===== config.mk =====
export PLATFORM = sky130hd
export DESIGN_NAME = cache_fill_responder
export DESIGN_NICKNAME = d
export VERILOG_FILES = /design/src/rtl/cache_fill_responder.sv
export SDC_FILE = /design/constraint.sdc
export NUM_CORES = 1
export LEC_CHECK = 0
export ABC_AREA = 1
export CORE_ASPECT_RATIO = 0.9
export CORE_MARGIN = 8
export CORE_UTILIZATION = 51
export CTS_CLUSTER_SIZE = 16
export DETAILED_ROUTE_END_ITERATION = 10
export PLACE_DENSITY = 0.76
export SETUP_SLACK_MARGIN = 0.05
export SYNTH_ARGS = -nofsm -noshare
export SYNTH_HDL_FRONTEND = slang
export SYNTH_SLANG_ARGS = --single-unit

===== constraint.sdc =====
create_clock -name clk -period 3.1 [get_ports clk]
set_input_delay 0.465 -clock clk [delete_from_list [all_inputs] [get_ports clk]]
set_output_delay 0.465 -clock clk [all_outputs]
set_load 0.02 [all_outputs]

===== src/rtl/cache_fill_responder.sv =====
// Memory-side responder for the cache line-fill port: critical-word-first 4-word
// read bursts and byte-masked word writes over a granted fixed-latency memory port.
// Optional macro CACHE_FILL_SNOOP_EN adds a chip-RAM write invalidate strobe.
module cache_fill_responder #(
   parameter int unsigned RD_LATENCY = 2,
   parameter int unsigned MEM_AW     = 24
) (
   input  logic              clk,
   input  logic              reset,
   input  logic              sdram_req,
   input  logic              sdram_rw,
   input  logic [31:0]       sdram_addr,
   input  logic [1:0]        crit_word,
   input  logic [15:0]       data_to_sdram,
   input  logic              sdram_wru,
   input  logic              sdram_wrl,
   output logic              sdram_fill,
   output logic [15:0]       data_from_sdram,
   output logic              sdram_wr_ack,
   output logic              busy,
   output logic [MEM_AW-1:0] mem_addr,
   output logic              mem_rd,
   output logic              mem_wr,
   output logic [1:0]        mem_be,
   output logic [15:0]       mem_wdata,
   input  logic              mem_grant,
   input  logic [15:0]       mem_rdata,
   output logic              snoop_req,
   output logic [20:0]       snoop_addr
);
   localparam int unsigned LAST = RD_LATENCY - 1;
   localparam int unsigned IW   = 2 * RD_LATENCY;

   typedef enum logic [2:0] {IDLE, RDCMD, RDWAIT, STREAM, WRCMD, WRACK, HOLD} state_t;
   state_t state, state_nxt;

   logic [31:0]     addr_q, addr_n;
   logic [1:0]      crit_q, crit_n;
   logic [1:0]      be_q, be_n;
   logic [15:0]     wdata_q, wdata_n;
   logic [2:0]      k_q, k_n;
   logic [1:0]      j_q;
   logic [3:0]      buf_v;
   logic [15:0]     line_buf [4];
   logic [LAST:0]   pipe_v;
   logic [IW-1:0]   pipe_idx;
   logic            start, issue_acc, cap_v;
   logic [1:0]      issue_idx, cap_idx, str_idx;

   logic              rd_nxt, wr_nxt, fill_nxt, ack_nxt, busy_nxt;
   logic [MEM_AW-1:0] addr_out_nxt;
   logic [1:0]        be_out_nxt;
   logic [15:0]       wdata_out_nxt, data_nxt;

   assign start     = (state == IDLE) && sdram_req;
   assign issue_acc = (state == RDCMD) && mem_rd && mem_grant;
   assign issue_idx = 2'(crit_q + k_q[1:0]);
   assign cap_v     = pipe_v[LAST] && ((state == RDCMD) || (state == RDWAIT));
   assign cap_idx   = pipe_idx[2*LAST +: 2];
   assign str_idx   = 2'(crit_q + j_q);

   // Request fields are latched only when IDLE accepts a request.
   assign addr_n  = start ? sdram_addr : addr_q;
   assign crit_n  = start ? crit_word : crit_q;
   assign be_n    = start ? {sdram_wru, sdram_wrl} : be_q;
   assign wdata_n = start ? data_to_sdram : wdata_q;
   assign k_n     = start ? 3'd0 : (issue_acc ? 3'(k_q + 3'd1) : k_q);

   always_ff @(posedge clk or negedge reset) begin
      if (!reset) state <= IDLE;
      else        state <= state_nxt;
   end

   always_comb begin
      state_nxt = state;
      case (state)
         IDLE:    if (sdram_req) state_nxt = sdram_rw ? RDCMD : WRCMD;
         RDCMD:   if (issue_acc && (k_q == 3'd3)) state_nxt = RDWAIT;
         RDWAIT:  if (&buf_v) state_nxt = STREAM;
         STREAM:  if (j_q == 2'd3) state_nxt = HOLD;
         WRCMD:   if ((be_q == 2'b00) || (mem_wr && mem_grant)) state_nxt = WRACK;
         WRACK:   state_nxt = HOLD;
         HOLD:    if (!sdram_req) state_nxt = IDLE;
         default: state_nxt = IDLE;
      endcase
   end

   // Memory commands track the next state; cache-side outputs lag the state by one.
   always_comb begin
      rd_nxt        = (state_nxt == RDCMD);
      wr_nxt        = (state_nxt == WRCMD) && (be_n != 2'b00);
      addr_out_nxt  = mem_addr;
      be_out_nxt    = mem_be;
      wdata_out_nxt = mem_wdata;
      data_nxt      = data_from_sdram;
      fill_nxt      = (state == STREAM) && (j_q == 2'd0);
      ack_nxt       = (state == WRACK);
      busy_nxt      = (state_nxt != IDLE);
      if (rd_nxt) addr_out_nxt = {addr_n[MEM_AW:3], 2'(crit_n + k_n[1:0])};
      if (wr_nxt) begin
         addr_out_nxt  = addr_n[MEM_AW:1];
         be_out_nxt    = be_n;
         wdata_out_nxt = wdata_n;
      end
      if (state == STREAM) data_nxt = line_buf[str_idx];
   end

   always_ff @(posedge clk or negedge reset) begin
      if (!reset) begin
         mem_rd          <= 1'b0;
         mem_wr          <= 1'b0;
         mem_addr        <= '0;
         mem_be          <= 2'b00;
         mem_wdata       <= 16'd0;
         data_from_sdram <= 16'd0;
         sdram_fill      <= 1'b0;
         sdram_wr_ack    <= 1'b0;
         busy            <= 1'b0;
      end else begin
         mem_rd          <= rd_nxt;
         mem_wr          <= wr_nxt;
         mem_addr        <= addr_out_nxt;
         mem_be          <= be_out_nxt;
         mem_wdata       <= wdata_out_nxt;
         data_from_sdram <= data_nxt;
         sdram_fill      <= fill_nxt;
         sdram_wr_ack    <= ack_nxt;
         busy            <= busy_nxt;
      end
   end

   always_ff @(posedge clk or negedge reset) begin
      if (!reset) begin
         addr_q  <= 32'd0;
         crit_q  <= 2'd0;
         be_q    <= 2'b00;
         wdata_q <= 16'd0;
         k_q     <= 3'd0;
         j_q     <= 2'd0;
         buf_v   <= 4'd0;
      end else begin
         addr_q  <= addr_n;
         crit_q  <= crit_n;
         be_q    <= be_n;
         wdata_q <= wdata_n;
         k_q     <= k_n;
         j_q     <= (state == STREAM) ? 2'(j_q + 2'd1) : 2'd0;
         if (start)      buf_v          <= 4'd0;
         else if (cap_v) buf_v[cap_idx] <= 1'b1;
      end
   end

   // Return pipe: one valid/index slot per cycle of read latency.
   always_ff @(posedge clk or negedge reset) begin
      if (!reset) begin
         pipe_v   <= '0;
         pipe_idx <= '0;
      end else begin
         pipe_v   <= (pipe_v << 1) | RD_LATENCY'(issue_acc);
         pipe_idx <= (pipe_idx << 2) | IW'(issue_idx);
      end
   end

   always_ff @(posedge clk) begin
      if (cap_v) line_buf[cap_idx] <= mem_rdata;
   end

`ifdef CACHE_FILL_SNOOP_EN
   logic chip_ram_wr;
   assign chip_ram_wr = (state == WRACK) && (addr_q[31:21] == 11'd0) && (be_q != 2'b00);

   always_ff @(posedge clk or negedge reset) begin
      if (!reset) begin
         snoop_req  <= 1'b0;
         snoop_addr <= 21'd0;
      end else begin
         snoop_req <= chip_ram_wr;
         if (chip_ram_wr) snoop_addr <= addr_q[20:0];
      end
   end
`else
   logic addr_unused;
   assign addr_unused = ^{addr_q[31:MEM_AW+1], addr_q[0]};
   assign snoop_req   = 1'b0;
   assign snoop_addr  = 21'd0;
`endif

endmodule


==> qor.csv <==
metric,value,unit
clk_skew,7.07,ps
Crit Path Max Fanout,28,
post-synth top area share,40.6,%
H-tree Lvls,4,
initial core utilization,52.2,%
Max Freq,0.416,GHz
Starting DRT DRC Count,236,
placer congestion estimate,0.785,
vias in the first global route,5370,
WP data arrival,2720,ps
met3 GRT Util,5.83,%
layout cell share with drive strength beyond 1,8.93,%
Synth cell types,31,
met1 Use GR,21.5,%
first-pass GRT wire length,27300,um
Pleak,4.61,nW
mapped cell area,7710,um2
Avg Vias per Cell,4.82,
final period utilization,77.6,%
largest net degree at the start of global routing,44,
Chip Width,146,um
"Hold Vio Cnt, Final",0,
CTS Buf Count,17,
core area,14800,um2
antenna violations before repair,0,
total track usage,17.7,%
Inst Count DP,1083,
most used routing layer in global routing,met2,
"Design Area, Final",9760,um2
setup TNS,0,ps
critical path required time,3410,ps
CTS max path bufs,2,
CTS tree,done,
routed via count,5382,
Clock Sinks,189,
RSZ-0062 raised after global routing,no,
r2r startpoint,state[0],
Synth Register Bits,189,
drt drc,0,
DR WL/cell,14.8,um
nets,985,
Post-synth EDFFs,64,
status,completed,
Ys Warns,0,
worst hold slack,352,ps
Post-synth ARST share,66.1,%
Max-cap violations,0,
final antenna-violating net count,0,
post-layout minimum cycle time,2410,ps
fill cell count,1163,
I/O pin total,158,
post-placement cell area,9160,um2
chip height,133,um
DRT Wirelength,16500,um
Hold Startpoint,pipe_v[0],
end-of-flow core utilization,66.1,%
Tightest Pin Transition,972,ps
HPWL Detailed,11000,um
ranking of synthesized cells by area,"dfrtp_1, edfxtp_1, nand2_1",
clock latency on the worst-skew pair,420,ps
sequential-to-total area share from yosys stat,65.5,%
Critical Path Source,state[0],
most frequent cells in the layout,"nand2_1, clkdlybuf4s50_1, dfrtp_1",
area growth from synthesis to layout,26.6,%
post_cts resized,0,
# diodes,0,
Post-CTS Setup Inserts,0,
"commonest non-fill, non-tap cell in the layout",nand2_1,
Final Max Tran Viols,0,
Slew headroom,35.1,%
drt first pass iters,5,
crit path launch type,flop,
syn_area_per_cell,9.96,um2
# setup viols final,0,
CP endpoint kind,flop,
Die Area,19300,um2
met2 usage,28.6,%
# port buffers,127,
largest area contributor in the netlist,dfrtp_1,
aggregate global routing overflow,0,
ys flop type,dfrtp_1,
PwrDens,992,nW/um2
FP Rows,42,
Post-Syn Instances,774,
maximum vdd drop,0.000540,V
final cell count without fillers,1116,
Setup Crit Path Kind,reg2reg,
Clock Pin Slew Worst Setup and Hold Paths,70,ps
Min-Delay Path Class,reg2reg,
clk root buf,clkbuf_16,
path summary, 6_finish.rpt:
check                                     to  slack (ps)  cells after the start
worst max-delay path            mem_wdata[8]         690                     11
min in group asynchronous        mem_addr[6]         520                      2
worst min-delay path               pipe_v[1]         350                      0
worst min register to register     pipe_v[1]         350                      0
worst max register to register  mem_wdata[8]         690                     11
max in group asynchronous        wdata_q[12]        1860                      3
routing by layer:
layer | share of wire [%] | vias to the layer above
met1 | 43 | 2508
met5 | 0 | -
li1 | - | 2693
met2 | 48 | 158
met4 | 2.1 | 0
met3 | 6.1 | 23
power breakdown:
part	total, mW	leakage (nW)	switching, mW	internal [mW]
combinational	3.90	2.17	2.47	1.44
clock	2.15	0.276	0.945	1.20
sequential	3.63	2.16	0.345	3.29
synthesized netlist by cell type, drive strengths merged (4+ instances only):
cell type / count
nor3: 4
nand2: 373
dfrtp: 125
o21a: 4
nor2: 20
nand3: 56
clkbuf: 19
edfxtp: 64
o21ai: 8
ha: 7
buf: 34
inv: 33
o211ai: 16
area by class of cell:
class	count	area, um2	share of cell area, %
clock buffer	17	425	4.36
clock inverter	15	165	1.69
inverter	34	130	1.33
multi-input combinational	519	2320	23.8
sequential	189	5050	51.7
tap	198	248	2.54
timing repair buffer	144	1420	14.6
cell families (layout without fill, tap and decap cells):
logic type	count (synthesis)	count (layout)	synth area share [%]
AO/OA/AOI/OAI	30	30	2.65
other	1	22	0.0486
AND/OR/NAND/NOR	456	456	24.4
buffers and inverters	87	210	5.79
XOR/XNOR	4	4	0.455
flip-flops	189	189	65.5
adder cells (fa/ha/maj)	7	7	1.14
sequential cells by signal, summed over array words and instances, names as in the netlist, 2 cells and up:
name             count
pipe_v               2
wdata_q             16
pipe_idx             4
data_from_sdram     16
k_q                  3
line_buf            64
state                3
be_q                 2
mem_wdata           16
addr_q              24
j_q                  2
mem_addr            24
crit_q               2
mem_be               2
buf_v                4
what timing repair did:
action                                  in CTS  in global routing
endpoints found under the hold margin       29                  0
hold buffers                                 1                  0
endpoints found under the setup margin       0                  0
metrics by stage:
| stage | total power, mW | worst slack (ps) |
|---|---|---|
| after floorplan | 6.25 | 604 |
| after global placement | 7.51 | 474 |
| after detailed placement | 7.61 | 427 |
| after CTS | 9.78 | 670 |
| after global routing | 10.4 | 538 |
| final | 9.68 | 694 |
critical path: stages, from the launching register on:
cell     delay, ps
dfrtp_1        550
nand2_2        120
nor2_4         210
buf_4          250
nand2_1         80
nand2_1        120
nor2_2          70
nand3_4        210
buf_4          360
inv_4          160
nand2_1         90
nand2_1         60
Power figures use the tool's default switching activity.
